===== config.mk =====
export PLATFORM = sky130hd
export DESIGN_NAME = clb_gen_flat
export DESIGN_NICKNAME = d
export VERILOG_FILES = /design/src/rtl/clb_gen_pkg.sv /design/src/rtl/clb_gen_if.sv /design/src/rtl/clb_slice.sv /design/src/rtl/clb_gen.sv /design/src/flat_wrapper.sv
export SDC_FILE = /design/constraint.sdc
export NUM_CORES = 1
export LEC_CHECK = 0
export BUFFER_PORTS_ARGS = -buffer_cell sky130_fd_sc_hd__buf_2
export CAP_MARGIN = 20
export CORE_MARGIN = 10
export CORE_UTILIZATION = 55
export CTS_CLUSTER_SIZE = 10
export DETAILED_ROUTE_END_ITERATION = 8
export PLACE_DENSITY = 0.74
export SYNTH_ARGS = -nofsm -noshare
export SYNTH_HDL_FRONTEND = slang
export SYNTH_SLANG_ARGS = --single-unit

===== constraint.sdc =====
create_clock -name K -period 1.72 [get_ports K]
set_input_delay 0.086 -clock K [delete_from_list [all_inputs] [get_ports K]]
set_output_delay 0.086 -clock K [all_outputs]
set_load 0.03 [all_outputs]

===== src/rtl/clb_gen_pkg.sv =====
// clb_gen_pkg: shared definitions for the parametrised CLB.
//   state_e      : configuration FSM states (ERR only reachable when
//                  CLB_CFG_PARITY_EN is defined)
//   slice_bits() : config bits per slice for a given LUT width
//   fb_ofs(), init_ofs(), osel_ofs() : bit offsets of the control fields
//                  inside one slice's config word (LUT truth table at [2**K-1:0])
package clb_gen_pkg;

  typedef enum logic [2:0] {
    UNCFG  = 3'd0,
    SHIFT  = 3'd1,
    COMMIT = 3'd2,
    RUN    = 3'd3,
    ERR    = 3'd4
  } state_e;

  function automatic int slice_bits(input int k);
    return (1 << k) + 3;
  endfunction

  function automatic int fb_ofs(input int k);
    return (1 << k) + 2;
  endfunction

  function automatic int init_ofs(input int k);
    return (1 << k) + 1;
  endfunction

  function automatic int osel_ofs(input int k);
    return (1 << k);
  endfunction

endpackage


===== src/rtl/clb_gen_if.sv =====
// clb_gen_if: logic-side and configuration-side signals of one CLB.
//   IN       : LUT inputs, slice i uses IN[i*LUT_K +: LUT_K]
//   CE / SR  : per-slice flop enable / synchronous load of ff_init
//   CFG_EN, CFG_DIN : serial config shift enable and data
//   CFG_DOUT : shadow MSB, daisy-chains to the next CLB
//   CFG_DONE : high while running a committed configuration
//   OUT / Q  : slice outputs / raw flop outputs
//   CFG_ERR  : parity error flag (only with CLB_CFG_PARITY_EN)
// Modports: master drives the inputs (fabric/bench), slave is the CLB.
interface clb_gen_if #(
  parameter int LUT_K     = 4,
  parameter int NUM_SLICE = 2
);
  logic [NUM_SLICE*LUT_K-1:0] IN;
  logic [NUM_SLICE-1:0]       CE;
  logic [NUM_SLICE-1:0]       SR;
  logic                       CFG_EN;
  logic                       CFG_DIN;
  logic                       CFG_DOUT;
  logic                       CFG_DONE;
  logic [NUM_SLICE-1:0]       OUT;
  logic [NUM_SLICE-1:0]       Q;
`ifdef CLB_CFG_PARITY_EN
  logic                       CFG_ERR;

  modport master (output IN, CE, SR, CFG_EN, CFG_DIN,
                  input  CFG_DOUT, CFG_DONE, OUT, Q, CFG_ERR);
  modport slave  (input  IN, CE, SR, CFG_EN, CFG_DIN,
                  output CFG_DOUT, CFG_DONE, OUT, Q, CFG_ERR);
`else
  modport master (output IN, CE, SR, CFG_EN, CFG_DIN,
                  input  CFG_DOUT, CFG_DONE, OUT, Q);
  modport slave  (input  IN, CE, SR, CFG_EN, CFG_DIN,
                  output CFG_DOUT, CFG_DONE, OUT, Q);
`endif
endinterface


===== src/rtl/clb_slice.sv =====
// clb_slice: one LUT_K-input LUT, a storage flop and the output mux.
//   clk_i, rst_ni : clock, synchronous active-low reset
//   cfg_i         : this slice's active config word
//   init_new_i    : ff_init of the config being committed
//   in_i          : LUT inputs
//   ce_i, sr_i    : flop enable / synchronous load of ff_init (SR wins)
//   run_i         : flop may follow ce_i/sr_i this cycle
//   load_i        : commit cycle, flop takes init_new_i
//   out_o, q_o    : slice output, raw flop output
module clb_slice
  import clb_gen_pkg::*;
#(
  parameter int LUT_K = 4,
  localparam int SB   = slice_bits(LUT_K)
) (
  input  logic             clk_i,
  input  logic             rst_ni,
  input  logic [SB-1:0]    cfg_i,
  input  logic             init_new_i,
  input  logic [LUT_K-1:0] in_i,
  input  logic             ce_i,
  input  logic             sr_i,
  input  logic             run_i,
  input  logic             load_i,
  output logic             out_o,
  output logic             q_o
);
  localparam int LUT_N = 1 << LUT_K;

  logic [LUT_N-1:0] lut;
  logic             fb_sel, ff_init, out_sel;
  logic [LUT_K-1:0] addr;
  logic             lut_out;
  logic             q_q, q_d;

  assign lut     = cfg_i[LUT_N-1:0];
  assign fb_sel  = cfg_i[fb_ofs(LUT_K)];
  assign ff_init = cfg_i[init_ofs(LUT_K)];
  assign out_sel = cfg_i[osel_ofs(LUT_K)];

  // Feedback replaces the top address bit with the flop, giving
  // toggles/counters without external wiring.
  always_comb begin
    addr = in_i;
    if (fb_sel) addr[LUT_K-1] = q_q;
  end

  assign lut_out = lut[addr];

  always_comb begin
    q_d = q_q;
    if (load_i)     q_d = init_new_i;
    else if (run_i) begin
      if (sr_i)      q_d = ff_init;
      else if (ce_i) q_d = lut_out;
    end
  end

  always_ff @(posedge clk_i) begin
    if (!rst_ni) q_q <= 1'b0;
    else         q_q <= q_d;
  end

  assign q_o   = q_q;
  assign out_o = out_sel ? q_q : lut_out;

endmodule


===== src/rtl/clb_gen.sv =====
// clb_gen: parametrised CLB with NUM_SLICE slices and serial configuration.
//   K, RSTN : clock (rising edge), synchronous active-low reset
//   bus     : clb_gen_if slave modport (logic inputs/outputs, config chain)
// Config is shifted MSB-first into a shadow register and copied to the
// active register in a single COMMIT cycle, so slices never see a partial
// configuration. An unconfigured device has an all-zero active word, which
// by itself forces OUT=0 and keeps Q at 0.
// Optional macro CLB_CFG_PARITY_EN: stream gains a trailing even-parity bit,
// a mismatch lands in ERR (CFG_ERR=1) with the old configuration kept.
module clb_gen
  import clb_gen_pkg::*;
#(
  parameter int LUT_K     = 4,
  parameter int NUM_SLICE = 2
) (
  input  logic K,
  input  logic RSTN,
  clb_gen_if.slave bus
);
  localparam int SB       = slice_bits(LUT_K);
  localparam int CFG_BITS = NUM_SLICE * SB;
`ifdef CLB_CFG_PARITY_EN
  localparam int STREAM_LEN = CFG_BITS + 1;
`else
  localparam int STREAM_LEN = CFG_BITS;
`endif
  localparam int CNT_W = $clog2(STREAM_LEN);

  state_e                state_q, state_d, origin_q, origin_d;
  logic [CNT_W-1:0]      cnt_q, cnt_d;
  logic [STREAM_LEN-1:0] shadow_q, shadow_d;
  logic [CFG_BITS-1:0]   active_q, active_d, cfg_img;
  logic                  commit_ok, load_init, slice_run;
  logic [NUM_SLICE-1:0]  out_w, q_w;

  // Config image sits in the top CFG_BITS of the shadow; the parity bit,
  // when present, is the last one shifted in (bit 0).
  assign cfg_img = shadow_q[STREAM_LEN-1 -: CFG_BITS];
`ifdef CLB_CFG_PARITY_EN
  assign commit_ok = ~^shadow_q;
`else
  assign commit_ok = 1'b1;
`endif

  assign shadow_d = bus.CFG_EN ? {shadow_q[STREAM_LEN-2:0], bus.CFG_DIN} : shadow_q;

  always_comb begin
    state_d   = state_q;
    origin_d  = origin_q;
    cnt_d     = cnt_q;
    active_d  = active_q;
    load_init = 1'b0;
    case (state_q)
      UNCFG, RUN, ERR: begin
        if (bus.CFG_EN) begin
          state_d  = SHIFT;
          origin_d = state_q;
          cnt_d    = CNT_W'(1);
        end
      end
      SHIFT: begin
        if (bus.CFG_EN) begin
          if (cnt_q == CNT_W'(STREAM_LEN - 1)) begin
            state_d = COMMIT;
            cnt_d   = '0;
          end else begin
            cnt_d = cnt_q + CNT_W'(1);
          end
        end else begin
          // Abort: fall back to wherever the shift started.
          state_d = origin_q;
          cnt_d   = '0;
        end
      end
      COMMIT: begin
        cnt_d = '0;
        if (commit_ok) begin
          active_d  = cfg_img;
          load_init = 1'b1;
          state_d   = RUN;
        end else begin
          state_d = ERR;
        end
      end
      default: state_d = UNCFG;
    endcase
  end

  always_ff @(posedge K) begin
    if (!RSTN) begin
      state_q  <= UNCFG;
      origin_q <= UNCFG;
      cnt_q    <= '0;
      shadow_q <= '0;
      active_q <= '0;
    end else begin
      state_q  <= state_d;
      origin_q <= origin_d;
      cnt_q    <= cnt_d;
      shadow_q <= shadow_d;
      active_q <= active_d;
    end
  end

  // The old configuration keeps running while a reload shifts in.
  assign slice_run = (state_q == RUN) || ((state_q == SHIFT) && (origin_q == RUN));

  for (genvar i = 0; i < NUM_SLICE; i++) begin : g_slice
    clb_slice #(.LUT_K(LUT_K)) u_slice (
      .clk_i      (K),
      .rst_ni     (RSTN),
      .cfg_i      (active_q[i*SB +: SB]),
      .init_new_i (cfg_img[i*SB + init_ofs(LUT_K)]),
      .in_i       (bus.IN[i*LUT_K +: LUT_K]),
      .ce_i       (bus.CE[i]),
      .sr_i       (bus.SR[i]),
      .run_i      (slice_run),
      .load_i     (load_init),
      .out_o      (out_w[i]),
      .q_o        (q_w[i])
    );
  end

  assign bus.OUT      = out_w;
  assign bus.Q        = q_w;
  assign bus.CFG_DOUT = shadow_q[STREAM_LEN-1];
  assign bus.CFG_DONE = (state_q == RUN);
`ifdef CLB_CFG_PARITY_EN
  assign bus.CFG_ERR  = (state_q == ERR);
`endif

endmodule


===== src/flat_wrapper.sv =====
// flat-port wrapper written by rule: the top's interface ports become plain ports
module clb_gen_flat import clb_gen_pkg::*;
#(
  parameter int LUT_K     = 4,
  parameter int NUM_SLICE = 2
)
  (K, RSTN, bus_IN, bus_CE, bus_SR, bus_CFG_EN, bus_CFG_DIN, bus_CFG_DOUT, bus_CFG_DONE, bus_OUT, bus_Q);
  clb_gen_if #(.LUT_K(LUT_K), .NUM_SLICE(NUM_SLICE)) bus_i ();
  input  logic K;
  input  logic RSTN;
  input wire logic [$bits(bus_i.IN)-1:0] bus_IN;
  input wire logic [$bits(bus_i.CE)-1:0] bus_CE;
  input wire logic [$bits(bus_i.SR)-1:0] bus_SR;
  input wire logic [$bits(bus_i.CFG_EN)-1:0] bus_CFG_EN;
  input wire logic [$bits(bus_i.CFG_DIN)-1:0] bus_CFG_DIN;
  output wire logic [$bits(bus_i.CFG_DOUT)-1:0] bus_CFG_DOUT;
  output wire logic [$bits(bus_i.CFG_DONE)-1:0] bus_CFG_DONE;
  output wire logic [$bits(bus_i.OUT)-1:0] bus_OUT;
  output wire logic [$bits(bus_i.Q)-1:0] bus_Q;
  assign bus_i.IN = bus_IN;
  assign bus_i.CE = bus_CE;
  assign bus_i.SR = bus_SR;
  assign bus_i.CFG_EN = bus_CFG_EN;
  assign bus_i.CFG_DIN = bus_CFG_DIN;
  assign bus_CFG_DOUT = bus_i.CFG_DOUT;
  assign bus_CFG_DONE = bus_i.CFG_DONE;
  assign bus_OUT = bus_i.OUT;
  assign bus_Q = bus_i.Q;
  clb_gen #(.LUT_K(LUT_K), .NUM_SLICE(NUM_SLICE)) u_core (.K(K), .RSTN(RSTN), .bus(bus_i));
endmodule

Yosys cells after proc, flatten, opt, wreduce, memory -nomap -nowiden
Cells that the tools add are included.
Storage, ports and cells
  register bits: 90
  output and inout bits: 6
  logic and storage cells: 56
Operators by class
  $add $sub $neg: 1
  $lt $le $gt $ge: 2
  equality and inequality tests: 8
  mux-type cells: 25
  reduce and logical (&&, ||, !) cells: 13
Operator list (count)
  two-way mux 6 bit: 3
  case mux 6 bit (3 select lines): 1
  two-way mux 1 bit: 15
  < comparator 4 x 5 -> 1 bit, second input constant: 2
  AND reduction 2 bit: 5
  == test 3 x 2 -> 1 bit, second input constant: 3
  two-way mux 3 bit: 3
  case mux 3 bit (3 select lines): 1
  nonzero test 3 bit: 3
  binary-select mux 1 bit (select 4 bit): 2
  adder 6 x 1 -> 6 bit, second input constant: 1
  == test 6 bit, second input constant: 1
  == test 3 x 1 -> 1 bit, second input constant: 1
  == test 3 bit, second input constant: 1
  zero test 3 bit: 1
  != test 3 x 2 -> 1 bit, second input constant: 1
  OR reduction 3 bit: 1
  != test 2 bit, second input constant: 1
  nonzero test 2 bit: 1
  logical AND 1 bit: 1
  logical OR 1 bit: 1

Longest topological paths before layout
  depth after elaboration: 7
  mapped depth: 6
  depth with buffers taken out: 6

By module
From an unflattened synthesis, not the netlist that was laid out.
Second synthesis, totals
  cell total of the unflattened synthesis: 419
  area, all modules: 4119.0 µm²
Modules (own cells, without submodules)
  clb_gen: instances 1, cells an instance 381, area an instance 3618.5 µm², sequential area each 1761.7 µm²
  clb_slice: instances 2, cells an instance 19, area an instance 250.2 µm², sequential area each 20.0 µm²

Worst setup path after synthesis
OpenSTA, ideal clock, no wires.
  kind: register to output
  start point: reg u_core.active_q[13]
  end point: out bus_OUT[0]
  data arrival time: 1.311 ns
  required time: 1.634 ns
  slack: 0.323 ns
  cell stages (with the launch flop): 6
  path buffers: 1
  cells stage by stage: dfxtp_1 mux4_1 nand3_1 a41oi_1 a21o_1 buf_4
Between the ends
  word-level cells in the longest chain between the ends: 3
RTL lines
  from (decl): line clb_gen.sv:32  | logic [CFG_BITS-1:0] active_q, active_d, cfg_img;
  from (signal assigned): line clb_gen.sv:101  | active_q <= active_d;
  binary-select mux 1 bit (select 4 bit): line clb_slice.sv:48  | assign lut_out = lut[addr];
  two-way mux 1 bit (implied by the code): line clb_slice.sv:48
  two-way mux 1 bit: line clb_slice.sv:65  | assign out_o = out_sel ? q_q : lut_out;
  to (decl): line flat_wrapper.sv:18  | output wire logic [$bits(bus_i.OUT)-1:0] bus_OUT;
Every way passes these cells. The select of a mux whose other input is x is not followed.

Worst setup path in the final report
  start point: reg u_core.active_q[3]
  end point: out bus_OUT[0]
The elaborated chain is that of the path after synthesis.

==> results by group <==
Global routing
  • Vias in the first global route: 2793
  • Largest net degree at the start of global routing: 83
  • First-pass GRT wire length: 13200 um
  • GR Util All Layers: 15.7%
  • Initial antenna violation count: 0
  • Global route overflow: 0

Route
  • Drt pass-1 iters: 4
  • Vias per inst: 5.40
  • Uppermost layer routed: met4
  • Final ANT Viol Nets: 0
  • Metal-1 WL: 3640 um
  • DRT iter0 DRCs: 163
  • DRC errors left: 0
  • Met3 wire len: 326 um
  • Met2 wire length: 3630 um
  • Total wire length: 7700 um
  • Vias: 2944
  • Routed len/inst: 14.1 um

Clocking
  • CTS root buf: clkbuf_8
  • Clock sinks: 90
  • H-tree Lvls: 3
  • Clock transition at the registers of the reported paths: 0.09 ns
  • CTS tree: done
  • Clock Tree Buf Depth: 2
  • Cts bufs inserted: 9
  • Clk_lat worst skew: 0.36 ns

STA
  • Worst hold margin: 0.0154 ns
  • Fin crit period: 1.85 ns
  • Worst Tran Pin Value: 0.402 ns
  • Setup ws final: -0.133 ns
  • RSZ-0062 raised after global routing: true
  • Skew final: 0.00727 ns
  • Slew margin rel.: 73.2%
  • Highest Clock Rate: 540 MHz
  • Final Hold Viols: 0
  • Max-slew violations: 0
  • Final setup violation count: 3
  • Period utilization: 108%

Placement
  • Post-detail-place hpwl: 4920 um
  • Port Buffer Count: 21
  • Dpl ws: 0.162 ns
  • Gpl congestion: 0.794
  • Placed inst area: 4000 sq um

Synth
  • Largest family of logic cells by synthesized area: simple AND/OR/NAND/NOR gates
  • Number of flops mapped to enable cells by yosys: 0
  • Avg Cell Area, Syn: 9.05 sq um
  • Asr flop ratio synth: 0%
  • Synth area leader: dfxtp_1
  • Mux contribution to synthesized area: 16.5%
  • Adder-Cell Fraction of Synth Area: 0.654%
  • Area share of and/or/nand/nor cells after synthesis: 18.7%
  • Post-synthesis cell type count: 43
  • Complex-gate fraction of the synthesized area: 11.3%
  • Gate Count Post-Synth: 423
  • Post-synthesis sequential area ratio: 47.1%
  • Synth area leaders: dfxtp_1 (47%), mux2i_1 (10%), nand2_1 (8.2%)
  • Main synth FF type: dfxtp_1
  • Yosys reg bits: 90
  • Post-Synth XOR/XNOR Area: 1.14%
  • Syn Nets: 441
  • Share of the synthesized area in the top cell type: 47.1%
  • Post-synthesis cell area: 3830 sq um
  • Synth warnings: 0

Worst setup path
  • FF-to-FF path depth: 9
  • CP arrival: 1.77 ns
  • Worst r2r dst: u_core.g_slice[0].u_slice.q_o$_SDFFE_PN0P_
  • Critical path fanouts, max: 2
  • Critical path type: register to output pin
  • RR Startpoint: u_core.active_q[3]$_SDFFE_PN0P_
  • Reg2reg setup slack: -0.07 ns
  • Critical path capture point type: output pin
  • Element type at the critical path start: register
  • WP data required: 1.63 ns

Hold path
  • Hold crit path type: primary input to register
  • Worst hold endpoint: u_core.g_slice[0].u_slice.q_o$_SDFFE_PN0P_
  • Hold path start: RSTN
  • Hold-critical path depth: 3

Cells and area
  • N_diodes: 0
  • Finished Cell Area: 4360 sq um
  • Syn-to-layout area delta: 13.8%
  • Final nets: 462
  • Share of cells above drive strength 1: 20.3%

Power
  • Leakage power: 0.00166 uW
  • Worst IR Drop VDD: 0.615 mV
  • Power Density: 963 nW/um^2

Die
  • Row count: 30
  • Die Area: 10700 sq um
  • Die width: 103 um
  • Core Box Area: 6790 sq um
  • Die Ht: 103 um
  • Boundary Pins: 22
  • Initial Util: 56.4%

Run status
  • Failing checks: setup timing
  • Outcome: complete, but fails checks

Flow run
  • Max Cap Violations: 0
## worst max-delay path by stage
stage / startpoint / to / slack (ns) / cells past startpoint
finish: u_core.active_q[3]$_SDFFE_PN0P_ / bus_OUT[0] / -0.13 / 5
global route: u_core.active_q[3]$_SDFFE_PN0P_ / bus_OUT[0] / -0.18 / 5
CTS: u_core.active_q[29]$_SDFFE_PN0P_ / bus_OUT[1] / -0.11 / 5
detailed placement: u_core.state_q[0]$_SDFFE_PN0P_ / u_core.cnt_q[4]$_SDFFE_PN0P_ / 0.16 / 5
global placement: u_core.state_q[0]$_SDFFE_PN0P_ / u_core.g_slice[1].u_slice.q_o$_SDFFE_PN0P_ / 0.23 / 4
floorplan: u_core.active_q[13]$_SDFFE_PN0P_ / bus_OUT[0] / 0.32 / 5
## cells in the final DEF, fill, tap and decap left out, types with 5 or more instances in the layout
cell / synthesis / layout
a21oi_1: 46 / 46
buf_2: 12 / 19
buf_4: 4 / 17
clkbuf_8: 0 / 10
dfxtp_1: 90 / 79
dfxtp_2: 0 / 11
mux2i_1: 40 / 39
mux4_2: 0 / 8
nand2_1: 84 / 84
nand3b_1: 5 / 5
nor2_1: 52 / 52
o21ai_0: 9 / 9
## through the flow
stage	instances	power [uW]	util [%]	TNS, ns
floorplan	423	2400	-	0
detailed placement	519	2480	58.8	0
finish	545	4190	64.1	-0.310
global route	545	4350	64.1	-0.494
CTS	546	4220	64.1	-0.286
global placement	519	2480	58.8	0
## layout make-up
type                            instances  area (sq um)
Tap cell                               96           120
Clock inverter                          6           113
Inverter                                4          15.0
Sequential cell                        90          1820
Clock buffer                           10           138
Timing Repair Buffer                   41           295
Multi-Input combinational cell        298          1860
Fill cell                             583          2440
## cells by family after synthesis
group	Yosys count
muxes	50
buffers and inverters	35
DFF	90
adders and majority gates	2
AOI/OAI and AO/OA	74
xor gates and xnor gates	5
and+or+nand+nor	167
## layer usage
layer / up-vias / track usage (%)
met5: - / 0
met4: 0 / 6.42
met3: 11 / 3.85
met2: 39 / 25.2
met1: 1405 / 19.7
li1: 1489 / -
## synth_stat cells, types with 2 or more instances
master    instances
clkbuf_1         12
nand4_1           3
nor2_1           52
nand2_1          84
a31oi_1           4
ha_1              2
dfxtp_1          90
nor2b_1           2
a21oi_1          46
a41oi_1           2
nand3_1           4
o21ai_1           2
buf_1             2
mux4_1            8
o21ai_0           9
and2_1            4
nand3b_1          5
a41oi_2           2
and3_1            2
nor3_1            4
a21o_1            3
mux2_2            2
xor2_1            4
mux2i_1          40
inv_1             3
buf_4             4
buf_2            12
## state kept, by name, summed over array words and instances (netlist names)
signal,cells
u_core.g_slice.u_slice.q_o,2
u_core.cfg_img,38
u_core.origin_q,3
u_core.active_q,38
u_core.state_q,3
u_core.cnt_q,6
## worst max-delay path: stages, from the launching register on
cell and delay [ns]:
dfxtp_2 0.33, mux4_2 0.47, nand3b_1 0.14, a41oi_2 0.12, a21o_1 0.20, buf_6 0.14
## power breakdown
part,switching [uW],leakage [uW],internal (uW),total [uW]
Sequential,26.0,0.000731,2100,2130
Combinational,200,0.000806,116,316
Clock,744,0.000127,1010,1750
Total,969,0.00166,3230,4190
## repair_timing
action	CTS	global route
pin swaps	2	4
hold buffers	1	0
endpoints found under the setup margin	3	4
setup buffers	10	0
hold endpoints to repair	1	0
resized for setup	23	7
cloned	0	0
Note: power is estimated with default switching activity, not from simulation.
